==> config.mk <==
export PLATFORM = sky130hd
export DESIGN_NAME = seg7_decode
export DESIGN_NICKNAME = d
export VERILOG_FILES = /design/src/rtl/seg7_seq_checker_pkg.sv /design/src/rtl/seg7_seq_checker_decode.sv
export SDC_FILE = /design/constraint.sdc
export NUM_CORES = 1
export LEC_CHECK = 0
export ABC_AREA = 1
export CAP_MARGIN = 20
export CORE_AREA = 5 5 42 44
export DETAILED_ROUTE_END_ITERATION = 7
export DIE_AREA = 0 0 47 49
export PLACE_DENSITY = 0.5
export SYNTH_ARGS = -nofsm -noshare
export SYNTH_HDL_FRONTEND = slang
export SYNTH_SLANG_ARGS = --single-unit
==> constraint.sdc <==
create_clock -name vclk -period 0.9
set_input_delay 0.135 -clock vclk [all_inputs]
set_output_delay 0.135 -clock vclk [all_outputs]
set_load 0.05 [all_outputs]
==> src/rtl/seg7_seq_checker_pkg.sv <==
// rtl/seg7_seq_checker_pkg.sv - shared state encodings and 7-segment code constants
package seg7_seq_checker_pkg;

    typedef enum logic [1:0] {
        ST_HUNT   = 2'b00,
        ST_ACQ    = 2'b01,
        ST_LOCKED = 2'b10
    } state_t;

    // Active-low segment codes, bit0=a ... bit5=f, bit6=g
    localparam logic [6:0] SEG_0 = 7'b1000000;
    localparam logic [6:0] SEG_1 = 7'b1111001;
    localparam logic [6:0] SEG_2 = 7'b0100100;
    localparam logic [6:0] SEG_3 = 7'b0110000;
    localparam logic [6:0] SEG_4 = 7'b0011001;
    localparam logic [6:0] SEG_5 = 7'b0010010;
    localparam logic [6:0] SEG_6 = 7'b0000010;
    localparam logic [6:0] SEG_7 = 7'b1111000;
    localparam logic [6:0] SEG_8 = 7'b0000000;
    localparam logic [6:0] SEG_9 = 7'b0010000;

    localparam logic [3:0] DIGIT_ILLEGAL = 4'hF;

    function automatic logic [3:0] next_digit(input logic [3:0] d);
        return (d == 4'd9) ? 4'd0 : 4'(d + 4'd1);
    endfunction

endpackage

==> src/rtl/seg7_seq_checker_decode.sv <==
// rtl/seg7_seq_checker_decode.sv - combinational active-low 7-segment to BCD decoder
module seg7_decode
    import seg7_seq_checker_pkg::*;
(
    input  logic [6:0] seg_in,
    output logic       legal,
    output logic [3:0] digit
);

    always_comb begin
        legal = 1'b1;
        digit = DIGIT_ILLEGAL;
        case (seg_in)
            SEG_0:   digit = 4'd0;
            SEG_1:   digit = 4'd1;
            SEG_2:   digit = 4'd2;
            SEG_3:   digit = 4'd3;
            SEG_4:   digit = 4'd4;
            SEG_5:   digit = 4'd5;
            SEG_6:   digit = 4'd6;
            SEG_7:   digit = 4'd7;
            SEG_8:   digit = 4'd8;
            SEG_9:   digit = 4'd9;
            default: legal = 1'b0;
        endcase
    end

endmodule

# After elaboration in Yosys (flattened, before gate mapping)
# Cells that the tools add are included.
dict set report word_totals {
  regBits 0
  latch_bits 0
  mem_bits_rw 0
  romBits 0
  wordCells 13
  n_memories 0
}
dict set report op_classes {
  add_sub_neg 0
  mul 0
  n_div 0
  order_cmp 0
  n_eq_ne 9
  shifts 0
  muxes 2
  bitwise_logic 0
  n_reduce_logical 2
}
# operator n
set op_table {}
lappend op_table {{$pmux W4 S10} 1}
lappend op_table {{$eq A7 B5 Y1 const B} 3}
lappend op_table {{$eq A7 B7 Y1 const B} 3}
lappend op_table {{$eq A7 B6 Y1 const B} 2}
lappend op_table {{$reduce_or A10 Y1} 1}
lappend op_table {{$eq A7 B2 Y1 const B} 1}
lappend op_table {{$logic_not A7 Y1} 1}
lappend op_table {{$mux W1} 1}

# Logic depth before layout (Yosys ltp)
# Gate-level depths: netlist of run 1.
dict set report logic_depth {
  ltp_word 3
  ltp_mapped 8
}

# Least setup slack after synthesis of run 1
# No wires, ideal clock.
dict set report synth_timing {
  path_type {input to output}
  start {input port seg_in[6]}
  end {output port digit[0]}
  arrival_time_ps 1428
  path_slack_ps -663
  path_stages 8
  path_buffers 0
  path_cell_list {inv_1 > nand2_2 > nor2_1 > nand2_1 > nand2_2 > nor2_4 > nand2_2 > nand2_1}
}
dict set report synth_via {
  elab_chain_len 2
  elab_cells_between_ends 11
}
# element line_no
set synth_rtl {}
lappend synth_rtl {{start, declared} seg7_seq_checker_decode.sv:5} ;# input logic [6:0] seg_in,
lappend synth_rtl {{$eq A7 B5 Y1 (tied with other cells)} seg7_seq_checker_decode.sv:13} ;# case (seg_in)
lappend synth_rtl {{$pmux W4 S10 (*)} seg7_seq_checker_decode.sv:13}
lappend synth_rtl {{end, declared} seg7_seq_checker_decode.sv:7} ;# output logic [3:0] digit
# Every way passes the cells marked *; elsewhere a longest branch is shown, timed or not.

# Final worst setup path of run 1
dict set report layout_timing {
  start {input port seg_in[1]}
  end {output port digit[3]}
}
# Same word-level chain as after synthesis.

==> results of run 1 <==
-- synthesized netlist by cell type, drive strengths merged --
library cell  instances
a21oi                 3
nand3                 5
inv                   8
o21ai                 1
nand2                20
nor2                 11
-- power breakdown --
part	switching (mW)	internal, mW
logic	0.169	0.145
clock network	0	0
registers	0	0
total	0.169	0.145
-- worst min-delay path by stage --
| stage | end | depth (start not counted) |
|---|---|---|
| final | digit[3] | 5 |
| after global routing | digit[3] | 5 |
| after CTS | digit[3] | 5 |
| after detailed placement | digit[3] | 5 |
| after global placement | digit[3] | 5 |
| after floorplan | digit[3] | 3 |
-- routing by layer --
| layer | GRT usage [%] | part of all wire, % | vias up |
|---|---|---|---|
| met4 | 0 | 0 | 0 |
| met1 | 10.4 | 33 | 173 |
| met2 | 15.6 | 62 | 8 |
| met5 | 0 | 0 | - |
| met3 | 0 | 4.4 | 0 |
| li1 | - | - | 183 |
-- what timing repair did --
item / CTS / global route
endpoints found under the setup margin: 5 / 5
hold buffers: 0 / 0
pin swaps: 21 / 11
resized for setup: 55 / 27
-- through the flow --
step,hold slack [ns],std cells,setup slack (ns)
final,0.771,80,-0.266
after global routing,0.792,80,-0.322
after CTS,0.849,82,-0.348
after detailed placement,1.26,82,-0.917
after global placement,1.26,82,-0.915
after floorplan,0.560,48,-0.339
-- worst max-delay path, delay by kind of cell --
family	cells	cell delay (ns)
buffers and inverters	3	0.32
AND/OR/NAND/NOR	7	0.56
-- logic make-up after synthesis --
logic type	after synthesis	share of synthesized area [%]
compound gates	4	10.8
buf+inv	8	13.6
simple gates	36	75.6
-- cell type report --
class,count,area [um^2]
fill,142,697
timing repair buffer,16,229
multi-input combinational,40,378
inverter,8,77.6
tap,16,20.0
==> flow_metrics.py, run 1 <==
metrics = {
    "power_and_ir_drop": {
        "p_total_mw": 0.314,
        "power.density_cell_area_nw_per_um2": 446,
        "peakVddDrop_v": 0.000219,
        "p_leak_nw": 0.290,
    },
    "flow_run": {
        "maxCapViolCount": 0,
    },
    "logic_synthesis": {
        "syn_inst": 48,
        "ys_types": 12,
        "syn_area_um2": 220,
        "synth_area_per_cell_um2": 4.59,
        "ys_seq_area_share_pct": 0,
        "yosys.area.top_type": "nand2_1",
        "netlist_top_cells_area": "nand2_1 27%, nor2_1 15%, nand2_2 11%",
        "syn_nets": 55,
        "yosys_warnings": 0,
        "synth_top_area_share_pct": 27.3,
    },
    "worst_setup_path": {
        "critPathKind": "in2out",
        "slowest_stage": "buf_12",
        "cpPeakStageDelay_ns": 0.15,
        "worst_setup_path_end_kind": "output pin",
        "timing.critical_path.to": "digit[3]",
        "cp.required_ns": 0.76,
        "cp_max_fo": 4,
        "crit_chain": "buf_8 > inv_4 > nand2_4 > nor2_4 > nand2_1 > nand2_2 > nor2_4 > nand2_8 > nand2_8 > buf_12",
        "start_kind": "input pin",
        "crit_arrival_ns": 1.03,
        "worstSetupStartpoint": "seg_in[1]",
    },
    "sta": {
        "slew-limit-headroom_pct": 85.6,
        "finalCritPeriodShare_pct": 130,
        "fmax_ghz": 0.858,
        "hold_violations": 0,
        "fin_ws_ns": -0.266,
        "drv_slew": 0,
        "report.final.setup_viol": 5,
        "rsz0062_at_grt": "true",
        "worst_pin_slew_ns": 0.215,
        "timing.final.crit_period_ns": 1.17,
        "tns_ns": -1.23,
    },
    "final_layout": {
        "finalInstanceArea_um2": 704,
        "layout_common_cells": "8 x nor2_4, 6 x nand2_8, 6 x nand2_2, 6 x buf_12, 5 x nand2_1",
        "seq_cells": 0,
        "areaGrowthSynthToFinish_pct": 220,
        "diodes": 0,
        "layout-drive-gt1-share_pct": 79.7,
        "clockBufferCount": 0,
        "regArea_um2": 0,
        "final_common_cell": "nor2_4",
        "final_util_pct": 50.3,
        "layout.nets": 73,
    },
    "route": {
        "drc_errors": 0,
        "ant_nets": 0,
        "first_iter_violations": 6,
        "wl_per_cell_um": 10.3,
        "num_vias": 364,
        "routed_wl_um": 822,
        "viasPerCell": 4.55,
        "dr.pass1.iters": 4,
    },
    "placed_design": {
        "dpl.hpwl_um": 625,
        "placed_area_um2": 566,
        "port_buffers": 12,
        "gp_congestion": 0.766,
    },
    "die": {
        "die_y_um": 49,
        "initial_core_util_pct": 15.7,
        "dieArea_um2": 2300,
        "row_count": 14,
        "core_area_um2": 1400,
        "io_pins": 12,
        "die_w_um": 47,
    },
    "outcome": {
        "status": "finished, violations left",
        "violations": "setup timing",
    },
    "worst_hold_path": {
        "worstHoldStart": "seg_in[5]",
        "hold_class": "in2out",
    },
    "grt": {
        "grtUsageTotal_pct": 8.21,
        "grt_pass1_vias": 391,
        "grt-ovfl-total": 0,
        "antenna_found_initial": 0,
        "grt_max_degree": 6,
        "grt_pass1_wl_um": 1560,
    },
    "cts": {
        "post_cts_buffers": 0,
    },
}
Power figures use the tool's default switching activity.
==> run 2: changes to the inputs <==
--- a/config.mk
+++ b/config.mk
@@ -6,11 +6,12 @@
 export NUM_CORES = 1
 export LEC_CHECK = 0
 export ABC_AREA = 1
-export CAP_MARGIN = 20
+export CAP_MARGIN = 25
 export CORE_AREA = 5 5 42 44
 export DETAILED_ROUTE_END_ITERATION = 7
 export DIE_AREA = 0 0 47 49
 export PLACE_DENSITY = 0.5
+export SLEW_MARGIN = 25
 export SYNTH_ARGS = -nofsm -noshare
 export SYNTH_HDL_FRONTEND = slang
 export SYNTH_SLANG_ARGS = --single-unit
==> results of run 2 <==
Same layout as run 1: the final DEF is identical, and so are final timing and power.
==> run 3: changes to the inputs <==
--- a/config.mk
+++ b/config.mk
@@ -5,12 +5,14 @@
 export SDC_FILE = /design/constraint.sdc
 export NUM_CORES = 1
 export LEC_CHECK = 0
-export ABC_AREA = 1
+export ABC_AREA = 0
 export CAP_MARGIN = 25
+export CELL_PAD_IN_SITES_DETAIL_PLACEMENT = 0
+export CELL_PAD_IN_SITES_GLOBAL_PLACEMENT = 1
 export CORE_AREA = 5 5 42 44
 export DETAILED_ROUTE_END_ITERATION = 7
 export DIE_AREA = 0 0 47 49
-export PLACE_DENSITY = 0.5
+export PLACE_DENSITY = 0.6
 export SLEW_MARGIN = 25
 export SYNTH_ARGS = -nofsm -noshare
 export SYNTH_HDL_FRONTEND = slang
==> run 3 against run 2 <==
The run still ends with setup timing left. Synthesized area down 20%. Synthesized cell count down 44%. Count of clock-buffer cells in the layout unchanged. Cell count down 15%. Via count down 10%. Non-clock buffer count up 9. Sequential share of layout area unchanged. Core utilization down 6.8 points. Flip-flop and latch count unchanged. First-iteration DRC count down 83%. Cell area down 13%. Die area unchanged. Critical path type unchanged. Largest power group unchanged.
==> flow_metrics.py, run 3 <==
metrics = {
    "worst_setup_path": {
        "crit_arrival_ns": 1.23,
        "crit_top_cell": "buf_12",
        "cp_top_family": "buffers and inverters",
        "cp_max_fo": 4,
        "cpPeakStageDelay_ns": 0.21,
        "crit_chain": "buf_8 > buf_4 > nor2b_4 > nand4_1 > o211ai_4 > buf_12 > o21ai_4 > buf_12",
        "worst_setup_path_end_kind": "output pin",
        "cp.required_ns": 0.76,
        "path_buf_inv": 4,
        "slowest_stage": "nand4_1",
        "critPathKind": "in2out",
        "start_kind": "input pin",
    },
    "route": {
        "dr.pass1.iters": 4,
        "num_vias": 326,
        "first_iter_violations": 1,
        "ant_nets": 0,
        "routed_wl_um": 850,
        "drc_errors": 0,
        "wl_per_cell_um": 12.5,
        "viasPerCell": 4.79,
    },
    "placed_design": {
        "dpl.hpwl_um": 591,
        "port_buffers": 12,
        "gp_congestion": 0.750,
    },
    "final_layout": {
        "clockBufferCount": 0,
        "diodes": 0,
        "layout.nets": 61,
        "seq_cells": 0,
        "layout-drive-gt1-share_pct": 80.8,
        "layout_common_cells": "13 x buf_4, 7 x buf_12",
        "final_util_pct": 43.5,
        "regArea_um2": 0,
        "final_common_cell": "buf_4",
        "areaGrowthSynthToFinish_pct": 245,
    },
    "grt": {
        "grt-ovfl-total": 0,
        "grt_pass1_wl_um": 1280,
        "grt-busiest-layer": "met2",
        "grtUsageMet1_pct": 8.30,
        "antenna_found_initial": 0,
        "grt_pass1_vias": 317,
        "use_met2_pct": 14.3,
        "grtUsageTotal_pct": 7.10,
        "grt_max_degree": 7,
        "grtUsageMet3_pct": 0,
    },
    "logic_synthesis": {
        "post-synth-top-count-cell": "nand2_1",
        "ys_seq_area_share_pct": 0,
        "syn_area_um2": 176,
        "ys_top_cells_by_count": "4 x nand2_1, 3 x o21ai_0, 2 x a21oi_1, 2 x inv_1, 2 x nor3_1",
        "ys_types": 19,
        "yosys_warnings": 0,
        "yosys.area.top_type": "o21ai_0",
        "synth_top_area_share_pct": 8.51,
        "syn_inst": 27,
        "netlist_top_cells_area": "o21ai_0 8.5%, nand2_1 8.5%, o2111ai_2 8.5%",
        "syn_nets": 34,
        "synth_area_per_cell_um2": 6.53,
    },
    "sta": {
        "finalCritPeriodShare_pct": 152,
        "drv_slew": 0,
        "fin_ws_ns": -0.465,
        "timing.final.crit_period_ns": 1.36,
        "fmax_ghz": 0.733,
        "rsz0062_at_grt": "true",
        "tns_ns": -2.15,
        "report.final.setup_viol": 5,
        "hold-worst-slack_ns": 0.730,
        "worst_pin_slew_ns": 0.264,
        "slew-limit-headroom_pct": 82.3,
        "hold_violations": 0,
    },
    "die": {
        "dieArea_um2": 2300,
        "die_y_um": 49,
        "die_w_um": 47,
        "core_area_um2": 1400,
        "initial_core_util_pct": 12.6,
        "io_pins": 12,
        "row_count": 14,
    },
    "worst_hold_path": {
        "min_to": "digit[1]",
        "worstHoldStart": "seg_in[0]",
        "min_path_cells": 4,
        "hold_class": "in2out",
    },
    "outcome": {
        "status": "finished, violations left",
        "violations": "setup timing",
    },
    "cts": {
        "postCtsHoldBufs": 0,
    },
    "power_and_ir_drop": {
        "power.density_cell_area_nw_per_um2": 439,
        "p_leak_nw": 0.252,
        "peakVddDrop_v": 0.000140,
        "p_total_mw": 0.267,
    },
    "flow_run": {
        "maxCapViolCount": 0,
    },
}
-- run 3: changes by cell type after synthesis, sizes merged, moves of 2 or more --
cell and change:
nand3 -5, nand2 -16, inv -6, o21ai +2, nor3 +2, nor2 -10
-- run 3: how the worst max path moves through the flow --
| stage | startpoint | endpoint | slack [ns] | cells past startpoint |
|---|---|---|---|---|
| 3_3_place_gp | seg_in[4] | digit[2] | -0.96 | 7 |
| 4_1_cts | seg_in[2] | digit[2] | -0.47 | 7 |
| 5_1_grt | seg_in[4] | digit[2] | -0.51 | 7 |
| 2_1_floorplan | seg_in[0] | legal | -0.28 | 3 |
| 3_5_place_dp | seg_in[4] | digit[2] | -0.93 | 7 |
| 6_report | seg_in[2] | digit[2] | -0.46 | 8 |
-- run 3: cells by family after synthesis --
kind of cell / after synthesis / share of synthesized area (%)
simple gates: 14 / 47.5
buf+inv: 2 / 4.26
xor+xnor: 1 / 4.97
compound gates: 10 / 43.3
-- run 3: tightest hold or removal path, stage by stage --
cell     delay [ns]
buf_2          0.14
buf_4          0.13
a21oi_4        0.05
buf_12         0.14
-- run 3: layout make-up --
cell class         instances  area, um^2
well taps                 16        20.0
repair buffers            25         282
multi-input cells         25         300
inverters                  2        7.51
fillers                  156         792
-- run 3: report_power, final --
group / total (mW) / switching [mW] / internal [mW]
logic: 0.267 / 0.129 / 0.138
registers: 0 / 0 / 0
clock network: 0 / 0 / 0
total: 0.267 / 0.129 / 0.138
-- run 3: metal layers --
metal	wire (um)	share of wire (%)
met3	51	6.0
met4	21	2.5
met1	279	33
met2	498	59
met5	0	0
-- run 3: stage by stage --
step	cell area (um^2)	worst slack (ns)	cells
detailed placement	503	-0.935	64
CTS	576	-0.467	67
global route	609	-0.514	68
floorplan	233	-0.276	27
global placement	503	-0.956	64
finish	609	-0.465	68
-- run 3: what timing repair did --
action / in CTS / in global routing
endpoints found under the setup margin: 5 / 5
pin swaps: 9 / 7
gates resized for setup: 47 / 7
setup buffers: 3 / 1
